`src/rtl/spi_pkg.sv`:
```
// -----------------------------------------------------------------------------
// spi_pkg
// Shared definitions for the SPI master/slave blocks.
//   state_t       : frame state (idle / shifting)
//   spi_cpol()    : clock polarity bit of an SPI mode number (0..3)
//   spi_cpha()    : clock phase bit of an SPI mode number (0..3)
//   SPI_MIN_SYNC  : smallest synchronizer depth the blocks will build
// -----------------------------------------------------------------------------
package spi_pkg;

    typedef enum logic {
        ST_IDLE  = 1'b0,
        ST_SHIFT = 1'b1
    } state_t;

    localparam int SPI_MIN_SYNC = 2;

    // Mode bit 1 is the sclk idle level.
    function automatic logic spi_cpol(input int mode);
        return mode[1];
    endfunction

    // Mode bit 0 selects sampling on the trailing (1) or leading (0) edge.
    function automatic logic spi_cpha(input int mode);
        return mode[0];
    endfunction

endpackage

```
`src/rtl/spi_sync.sv`:
```
// -----------------------------------------------------------------------------
// spi_sync
// Single-bit multi-flop synchronizer for one asynchronous SPI pin.
// Parameters:
//   SYNC_STAGES : flop depth (values below SPI_MIN_SYNC are raised to it)
//   RST_VAL     : value all flops take during reset
// Ports:
//   clk, rst : system clock, asynchronous active-high reset
//   d        : asynchronous input
//   q        : synchronized output
// -----------------------------------------------------------------------------
module spi_sync
    import spi_pkg::*;
#(
    parameter int   SYNC_STAGES = 2,
    parameter logic RST_VAL     = 1'b0
) (
    input  logic clk,
    input  logic rst,
    input  logic d,
    output logic q
);

    localparam int DEPTH = (SYNC_STAGES < SPI_MIN_SYNC) ? SPI_MIN_SYNC : SYNC_STAGES;

    logic [DEPTH-1:0] sync_q;

    always_ff @(posedge clk or posedge rst) begin
        if (rst) begin
            sync_q <= {DEPTH{RST_VAL}};
        end else begin
            sync_q <= {sync_q[DEPTH-2:0], d};
        end
    end

    assign q = sync_q[DEPTH-1];

endmodule

```
`src/rtl/spi_slave.sv`:
```
// -----------------------------------------------------------------------------
// spi_slave
// SPI slave, all SPI pins oversampled in the clk domain (clk >= 8x sclk).
// Parameters:
//   SPI_MODE    : 0..3, bit1 = CPOL, bit0 = CPHA
//   DATA_WIDTH  : bits per word, MSB first
//   SYNC_STAGES : synchronizer depth for sclk / ss_n / mosi
// Ports:
//   clk, rst            : system clock, asynchronous active-high reset
//   sclk, ss_n, mosi    : SPI bus from the master (asynchronous)
//   miso, miso_oe       : serial data to the master, pad output enable
//   tx_data/valid/ready : next-word transmit handshake (one-word buffer)
//   rx_data, rx_valid   : last received word, 1-cycle strobe per word
//   busy                : slave is selected
//   underrun            : 1-cycle pulse, a word was needed but none buffered
//   frame_err           : 1-cycle pulse, frame ended mid-word
// -----------------------------------------------------------------------------
module spi_slave
    import spi_pkg::*;
#(
    parameter int SPI_MODE    = 0,
    parameter int DATA_WIDTH  = 8,
    parameter int SYNC_STAGES = 2
) (
    input  logic                  clk,
    input  logic                  rst,
    input  logic                  sclk,
    input  logic                  ss_n,
    input  logic                  mosi,
    output logic                  miso,
    output logic                  miso_oe,
    input  logic [DATA_WIDTH-1:0] tx_data,
    input  logic                  tx_valid,
    output logic                  tx_ready,
    output logic [DATA_WIDTH-1:0] rx_data,
    output logic                  rx_valid,
    output logic                  busy,
    output logic                  underrun,
    output logic                  frame_err
);

    localparam logic            CPOL     = spi_cpol(SPI_MODE);
    localparam logic            CPHA     = spi_cpha(SPI_MODE);
    localparam int              CNT_W    = (DATA_WIDTH > 1) ? $clog2(DATA_WIDTH) : 1;
    localparam logic [CNT_W-1:0] LAST_BIT = CNT_W'(DATA_WIDTH - 1);

    // ---- stage p0: synchronized pins --------------------------------------
    logic sclk_p0;
    logic ss_n_p0;
    logic mosi_p0;

    spi_sync #(.SYNC_STAGES(SYNC_STAGES), .RST_VAL(CPOL)) u_sync_sclk (
        .clk (clk),
        .rst (rst),
        .d   (sclk),
        .q   (sclk_p0)
    );

    spi_sync #(.SYNC_STAGES(SYNC_STAGES), .RST_VAL(1'b1)) u_sync_ss_n (
        .clk (clk),
        .rst (rst),
        .d   (ss_n),
        .q   (ss_n_p0)
    );

    spi_sync #(.SYNC_STAGES(SYNC_STAGES), .RST_VAL(1'b0)) u_sync_mosi (
        .clk (clk),
        .rst (rst),
        .d   (mosi),
        .q   (mosi_p0)
    );

    // ---- stage p1: one-cycle-old copies for edge detection ----------------
    logic sclk_p1;
    logic ss_n_p1;
    logic mosi_p1;

    always_ff @(posedge clk or posedge rst) begin
        if (rst) begin
            sclk_p1 <= CPOL;
            ss_n_p1 <= 1'b1;
            mosi_p1 <= 1'b0;
        end else begin
            sclk_p1 <= sclk_p0;
            ss_n_p1 <= ss_n_p0;
            mosi_p1 <= mosi_p0;
        end
    end

    // ---- edge / event decode ----------------------------------------------
    logic lead_edge;
    logic trail_edge;
    logic ss_fall;
    logic ss_rise;

    // Leading edge leaves the idle level, trailing edge returns to it.
    assign lead_edge  = (sclk_p1 == CPOL) && (sclk_p0 != CPOL);
    assign trail_edge = (sclk_p1 != CPOL) && (sclk_p0 == CPOL);
    assign ss_fall    =  ss_n_p1 && !ss_n_p0;
    assign ss_rise    = !ss_n_p1 &&  ss_n_p0;

    state_t                  state;
    logic [DATA_WIDTH-1:0]   tx_buf;
    logic                    tx_buf_full;
    logic [DATA_WIDTH-1:0]   tx_shift;
    logic [DATA_WIDTH-1:0]   rx_shift;
    logic [CNT_W-1:0]        bit_cnt;
    logic                    word_end;

    logic                    in_shift;
    logic                    sample_evt;
    logic                    shift_edge;
    logic                    load_evt;
    logic                    shift_evt;
    logic                    tx_accept;
    logic [DATA_WIDTH:0]     rx_ext;
    logic [DATA_WIDTH-1:0]   rx_next;

    // sclk edges only count while selected; the deselect cycle wins over them.
    assign in_shift   = (state == ST_SHIFT) && !ss_rise;
    assign sample_evt = in_shift && (CPHA ? trail_edge : lead_edge);
    assign shift_edge = in_shift && (CPHA ? lead_edge  : trail_edge);

    // CPHA=0: the first bit must be on miso before the first sample, so the
    // buffer is loaded at select time and again on the shift edge right after
    // each word's last sample. CPHA=1: the first shift edge of every word
    // (bit count still zero) is the load point.
    assign load_evt = CPHA ? (shift_edge && (bit_cnt == '0))
                           : (((state == ST_IDLE) && ss_fall) || (shift_edge && word_end));

    // A shift edge that performs a load does not also shift.
    assign shift_evt = shift_edge && !load_evt;

    assign tx_accept = tx_valid && !tx_buf_full;
    assign tx_ready  = !tx_buf_full;

    assign rx_ext  = {rx_shift, mosi_p1};
    assign rx_next = rx_ext[DATA_WIDTH-1:0];

    // ---- stage p2: frame FSM, shifters and registered outputs -------------
    always_ff @(posedge clk or posedge rst) begin
        if (rst) begin
            state       <= ST_IDLE;
            busy        <= 1'b0;
            tx_buf      <= '0;
            tx_buf_full <= 1'b0;
            tx_shift    <= '0;
            rx_shift    <= '0;
            bit_cnt     <= '0;
            word_end    <= 1'b0;
            rx_data     <= '0;
            rx_valid    <= 1'b0;
            underrun    <= 1'b0;
            frame_err   <= 1'b0;
        end else begin
            rx_valid  <= 1'b0;
            underrun  <= 1'b0;
            frame_err <= 1'b0;

            // Load takes the old buffer contents first; a word accepted in the
            // same cycle refills the freshly emptied buffer.
            if (load_evt) begin
                tx_shift <= tx_buf_full ? tx_buf : '0;
                underrun <= !tx_buf_full;
            end else if (shift_evt) begin
                tx_shift <= tx_shift << 1;
            end

            if (tx_accept) begin
                tx_buf      <= tx_data;
                tx_buf_full <= 1'b1;
            end else if (load_evt) begin
                tx_buf_full <= 1'b0;
            end

            case (state)
                ST_IDLE: begin
                    if (ss_fall) begin
                        state    <= ST_SHIFT;
                        busy     <= 1'b1;
                        bit_cnt  <= '0;
                        word_end <= 1'b0;
                        rx_shift <= '0;
                    end
                end
                ST_SHIFT: begin
                    if (ss_rise) begin
                        state     <= ST_IDLE;
                        busy      <= 1'b0;
                        frame_err <= (bit_cnt != '0);
                        bit_cnt   <= '0;
                        word_end  <= 1'b0;
                        rx_shift  <= '0;
                        tx_shift  <= '0;
                    end else begin
                        if (sample_evt) begin
                            rx_shift <= rx_next;
                            if (bit_cnt == LAST_BIT) begin
                                rx_data  <= rx_next;
                                rx_valid <= 1'b1;
                                bit_cnt  <= '0;
                                word_end <= 1'b1;
                            end else begin
                                bit_cnt <= bit_cnt + CNT_W'(1);
                            end
                        end
                        if (shift_edge) begin
                            word_end <= 1'b0;
                        end
                    end
                end
                default: begin
                    state <= ST_IDLE;
                    busy  <= 1'b0;
                end
            endcase
        end
    end

    assign miso    = busy & tx_shift[DATA_WIDTH-1];
    assign miso_oe = busy;

endmodule

```
`config.mk`:
```
export PLATFORM = sky130hd
export DESIGN_NAME = spi_slave
export DESIGN_NICKNAME = d
export VERILOG_FILES = /design/src/rtl/spi_pkg.sv /design/src/rtl/spi_sync.sv /design/src/rtl/spi_slave.sv
export SDC_FILE = /design/constraint.sdc
export NUM_CORES = 1
export LEC_CHECK = 0
export ABC_AREA = 1
export CELL_PAD_IN_SITES_DETAIL_PLACEMENT = 1
export CELL_PAD_IN_SITES_GLOBAL_PLACEMENT = 2
export CORE_MARGIN = 10
export CORE_UTILIZATION = 32
export CTS_BUF_LIST = sky130_fd_sc_hd__clkbuf_8
export CTS_CLUSTER_SIZE = 16
export DETAILED_ROUTE_END_ITERATION = 10
export PLACE_DENSITY = 0.76
export SLEW_MARGIN = 20
export SYNTH_ARGS = -nofsm -noshare
export SYNTH_HDL_FRONTEND = slang
export SYNTH_SLANG_ARGS = --single-unit
```
`constraint.sdc`:
```
create_clock -name clk -period 1.5 [get_ports clk]
set_input_delay 0.3 -clock clk [delete_from_list [all_inputs] [get_ports clk]]
set_output_delay 0.3 -clock clk [all_outputs]
set_load 0.005 [all_outputs]
```
# Yosys cells after proc, flatten, opt, wreduce, memory -nomap -nowiden

Cells that the tools add are included.

Output and inout bits: 15
Input bits: 14
Register bits: 50
Logic and storage cells: 88

Add/sub/neg operators: 1
Reductions and logical operators: 23
Muxes and demuxes: 35
Equal/unequal tests: 6
Bitwise gates (word level): 5

Operators with widths:

| operator                                                                | count |
|---|---|
| 8-bit 2-to-1 mux                                                        | 5 |
| 7-bit 2-to-1 mux                                                        | 3 |
| 1-bit 2-to-1 mux                                                        | 18 |
| 7-bit one-hot mux with 2 select lines                                   | 1 |
| 3-bit 2-to-1 mux                                                        | 4 |
| 1-bit logical AND                                                       | 11 |
| 4-bit by 2-bit inequality test with 1-bit output, second input constant | 2 |
| 1-bit one-hot mux with 2 select lines                                   | 3 |
| 3-bit one-hot mux with 2 select lines                                   | 1 |
| 1-bit logical NOT                                                       | 5 |
| 2-bit inequality test, second input constant                            | 2 |
| 1-bit NOT                                                               | 4 |
| 2-bit AND reduction                                                     | 2 |
| 4-bit AND reduction                                                     | 1 |
| 3-bit by 1-bit adder with 3-bit output, second input constant           | 1 |
| 3-bit == test, second input constant                                    | 1 |
| 3-bit by 2-bit inequality test with 1-bit output, second input constant | 1 |
| 3-bit AND reduction                                                     | 1 |
| 3-bit nonzero test                                                      | 1 |
| 2-bit nonzero test                                                      | 1 |
| 1-bit bitwise AND                                                       | 1 |
| 1-bit logical OR                                                        | 1 |

# Depth between registers and ports, before layout

Depth in word-level cells: 13
Mapped depth: 8
Mapped depth without buffers: 7

# Modules after synthesis

From an unflattened synthesis, not the netlist that was laid out.

Cell total of the unflattened synthesis: 215
Area total of the unflattened synthesis: 2123.3 sq um

By module, submodules not included:

| module                      | times used | area each (sq um) | cells each | seq. area each (sq um) |
|---|---|---|---|---|
| spi_slave                   | 1          | 1959.4            | 206        | 1102.3 |
| spi_sync at u_sync_mosi ... | 2          | 53.8              | 3          | 50.0 |
| spi_sync at u_sync_ss_n     | 1          | 56.3              | 3          | 52.6 |

# Worst setup path before layout

No wires, ideal clock.

Path type: register to register
Start point: register ss_n_p1
End point: register rx_data[0]
Period minus slack after synthesis: 1.465 ns
Stages on the path, launching flop included: 8
Buffers on the path: 2
Data required time: 1.374 ns
Library setup time: 0.126 ns
Arrival: 1.339 ns
Setup slack: 0.035 ns
Cell sequence: dfstp_2 -> inv_1 -> nand2_2 -> buf_6 -> nand2_4 -> nor4_4 -> buf_6 -> o21ai_0

Longest elaborated chain between the ends: 6
Elaborated cells between the ends (all ways): 7
Classes of those cells: 1 x bitwise; 6 x reduce/logical

RTL lines:

| what                                   | RTL line         | RTL |
|---|---|---|
| from (decl)                            | spi_slave.sv:75  | `logic ss_n_p1;` |
| from (signal assigned)                 | spi_slave.sv:85  | `ss_n_p1 <= ss_n_p0;` |
| 1-bit logical NOT *                    | spi_slave.sv:100 | `assign ss_rise = !ss_n_p1 && ss_n_p0;` |
| 1-bit logical AND *                    | spi_slave.sv:100 |  |
| 1-bit logical NOT                      | spi_slave.sv:120 | `assign in_shift = (state == ST_SHIFT) && !ss_rise;` |
| 1-bit logical AND                      | spi_slave.sv:120 |  |
| 1-bit logical AND                      | spi_slave.sv:121 | `assign sample_evt = in_shift && (CPHA ? trail_edge : lead_edge);` |
| 4-bit AND reduction (no source line) * | -                |  |
| to (signal assigned)                   | spi_slave.sv:199 | `rx_data <= rx_next;` |
| to (decl)                              | spi_slave.sv:35  | `output logic [DATA_WIDTH-1:0] rx_data,` |

Mark *: on every way between the ends. The rest lies on a longest branch, timed or not.
A chain may end at the register's enable or synchronous reset.

# Worst setup path after layout

Start point: register ss_n_p1
End point: register rx_data[2]

Same word-level chain as after synthesis.

==> out/qor.yml <==
io_buffers: 28
h_tree_depth_reported_by_cts: 2
mostFrequentLayoutCell: "sky130_fd_sc_hd__nand2_1"
detailed_place_hpwl_mm: 3.25
cts-buffers-inserted: 5
detailed_place.area_um2: 2530
fp.coreArea_um2: 6350
timing.hold.worst.class: "in -> async"
maxClockFrequency_mhz: 680
stdcell_area_um2: 2760
first_global_vias: 1584
critical_path.endpoint_type: "flop"
cts_root_buffer: "sky130_fd_sc_hd__clkbuf_8"
post-route-period-util_pct: 98.1
timing_worst_slew_pin_value_ns: 0.354
detail_route.vias_per_cell: 4.55
synth_async_sr_flop_share_pct: 100
firstDrtPassIters: 4
totalNegativeSetupSlack_ns: 0
slew-limit-headroom_pct: 76.3
area_growth_pct: 31.1
start_util_pct: 33.1
data_arrival_critical_path_ns: 1.70
final_layout_size_suffix_gt1_share_pct: 22.3
power_density_nw_per_um2: 1270
grt_antenna_before_repair: 0
via_count: 1533
design.portCount: 29
finalSetupViolCount: 0
max_cap_viol_count: 0
worst_setup_hold_path_clk_slew_ns: 0.10
commonest_non_fill_non_tap_cells_in_the_layout: "sky130_fd_sc_hd__nand2_1 (51), sky130_fd_sc_hd__dfrtp_1 (46), sky130_fd_sc_hd__inv_1 (22)"
globalRoute.totalOverflow: 0
hold_viol: 0
maximum_count_of_clock_buffers_along_a_single_path: 2
timing.reg2reg.setup_slack_ns: 0.03
postSynth.topFlopCell: "sky130_fd_sc_hd__dfrtp_1"
synth.net_count: 229
synth_enable_flop_cells: 0
detail_route.wl_per_cell_um: 13.6
yosys_warnings: 0
die_w_um: 101
insertedDiodeCount: 0
violation_count_after_the_first_detailed_routing_iteration: 47
fp-row-count: 29
tritoncts_num_sinks: 50
final_max_slew_viols: 0
avgSynthCellArea_um2: 9.92
drtAntennaViolNets: 0
path_max_fanout: 8
p_leak_nw: 1.38
min_period_ns: 1.47
fillCellCount: 718
post-route-worst-setup-slack_ns: 0.0290
max-vdd-ir-drop_v: 0.000672
floorplan.die_area_um2: 10200
globalRouteTotalUtil_pct: 9.16
dr_drc_count: 0
final_cells: 337
clk-insertion-delay-late_ns: 0.30
startpoint_type: "flop"
cts_tree: "built"
synth_seq_area_share_pct: 59.7
run_status: "finished clean"
syn-instance-count: 212
critPathKind: "reg -> reg"
mappedNetlistArea_um2: 2100
route.final.wire_length_mm: 4.58
detailedPlace.worstSlack_ns: -0.0150
final_core_area_utilization_pct: 43.4
timing.critical_path.required_ns: 1.72
placed_cells_incl_taps: 323
ys_ff_latch: 50
routabilityCongestion: 0.730
final.setup_skew_ns: 0.00753
rsz_0062_raised_after_global_routing: "true"
vertical_die_dimension_um: 101
grt_start_max_net_pins: 19
fin_nets: 276
hold_ws_ns: 0.257
synth.distinct_cells: 25
grt_first_pass_wirelength_mm: 7.53
totalPowerFinal_mw: 3.51
routing by layer:
layer  global-route usage [%]  share of wire (%)  vias up
met5                        0                  0        -
met4                     3.54                1.2        0
met3                     3.22                5.4        4
met2                     13.5                 46       27
met1                     11.9                 48      734
li1                         -                  -      768
synth_stat cells (2+ instances only):
| cell type | count | area [um2] |
|---|---|---|
| sky130_fd_sc_hd__a21oi_1 | 3 | 15.0 |
| sky130_fd_sc_hd__mux2_2 | 8 | 90.1 |
| sky130_fd_sc_hd__nand2_2 | 2 | 12.5 |
| sky130_fd_sc_hd__dfstp_2 | 3 | 78.8 |
| sky130_fd_sc_hd__buf_6 | 3 | 33.8 |
| sky130_fd_sc_hd__inv_1 | 24 | 90.1 |
| sky130_fd_sc_hd__o21ai_1 | 3 | 15.0 |
| sky130_fd_sc_hd__nand4_1 | 7 | 43.8 |
| sky130_fd_sc_hd__nor2_1 | 12 | 45.0 |
| sky130_fd_sc_hd__buf_2 | 3 | 15.0 |
| sky130_fd_sc_hd__ha_1 | 3 | 37.5 |
| sky130_fd_sc_hd__o21ai_0 | 24 | 120 |
| sky130_fd_sc_hd__nand2_1 | 54 | 203 |
| sky130_fd_sc_hd__dfrtp_1 | 47 | 1180 |
| sky130_fd_sc_hd__nand3_1 | 6 | 30.0 |
kinds of logic after synthesis:
group / Yosys count / share of synthesized area [%]
AOI/OAI and AO/OA: 33 / 8.27
muxes: 8 / 4.28
DFF: 50 / 59.7
and+or+nand+nor: 86 / 18.9
buffers and inverters: 32 / 7.14
adders and majority gates: 3 / 1.78
registers in the layout, indices dropped and copies added (netlist names), 2 cells and up:
register and count:
bit_cnt 3, rx_data 8, rx_shift 7, tx_buf 8, tx_shift 8, u_sync_mosi.sync_q 2, u_sync_sclk.sync_q 2, u_sync_ss_n.sync_q 2
worst paths after layout:
kind	depth (start not counted)	end	startpoint
setup / recovery	7	rx_data[2]	ss_n_p1
hold / removal	2	underrun	rst
setup reg to reg	7	rx_data[2]	ss_n_p1
hold reg to reg	0	u_sync_mosi.sync_q[1]	u_sync_mosi.sync_q[0]
max in group asynchronous	3	ss_n_p1	rst
min in group clk	0	u_sync_mosi.sync_q[1]	u_sync_mosi.sync_q[0]
power by group:
| group | internal, mW | switching (mW) | total, mW |
|---|---|---|---|
| clock | 0.372 | 0.467 | 0.839 |
| sequential | 1.62 | 0.163 | 1.78 |
| combinational | 0.419 | 0.465 | 0.883 |
worst max-delay path: stages, from the launching register on:
cell	delay (ns)
sky130_fd_sc_hd__dfstp_2	0.55
sky130_fd_sc_hd__inv_4	0.05
sky130_fd_sc_hd__nand2_8	0.09
sky130_fd_sc_hd__nand2_8	0.08
sky130_fd_sc_hd__nor4_4	0.28
sky130_fd_sc_hd__buf_4	0.22
sky130_fd_sc_hd__nand2_1	0.06
sky130_fd_sc_hd__o21ai_0	0.07
timing repair:
action / CTS / global route
setup buffers: 1 / 4
endpoints found under the setup margin: 5 / 35
resized for setup: 3 / 34
hold buffers: 0 / 0
gates cloned: 0 / 1
pin swaps: 0 / 2
layout make-up:
cell class	instances	area, um2	area share [%]
Inverter	25	100	3.63
Tap cell	77	96.3	3.50
Clock inverter	2	12.5	0.454
Sequential cell	50	1260	45.6
Multi-Input combinational cell	130	762	27.6
Timing Repair Buffer	47	447	16.2
Clock buffer	6	82.6	3.00
Note: power is estimated with default switching activity, not from simulation.
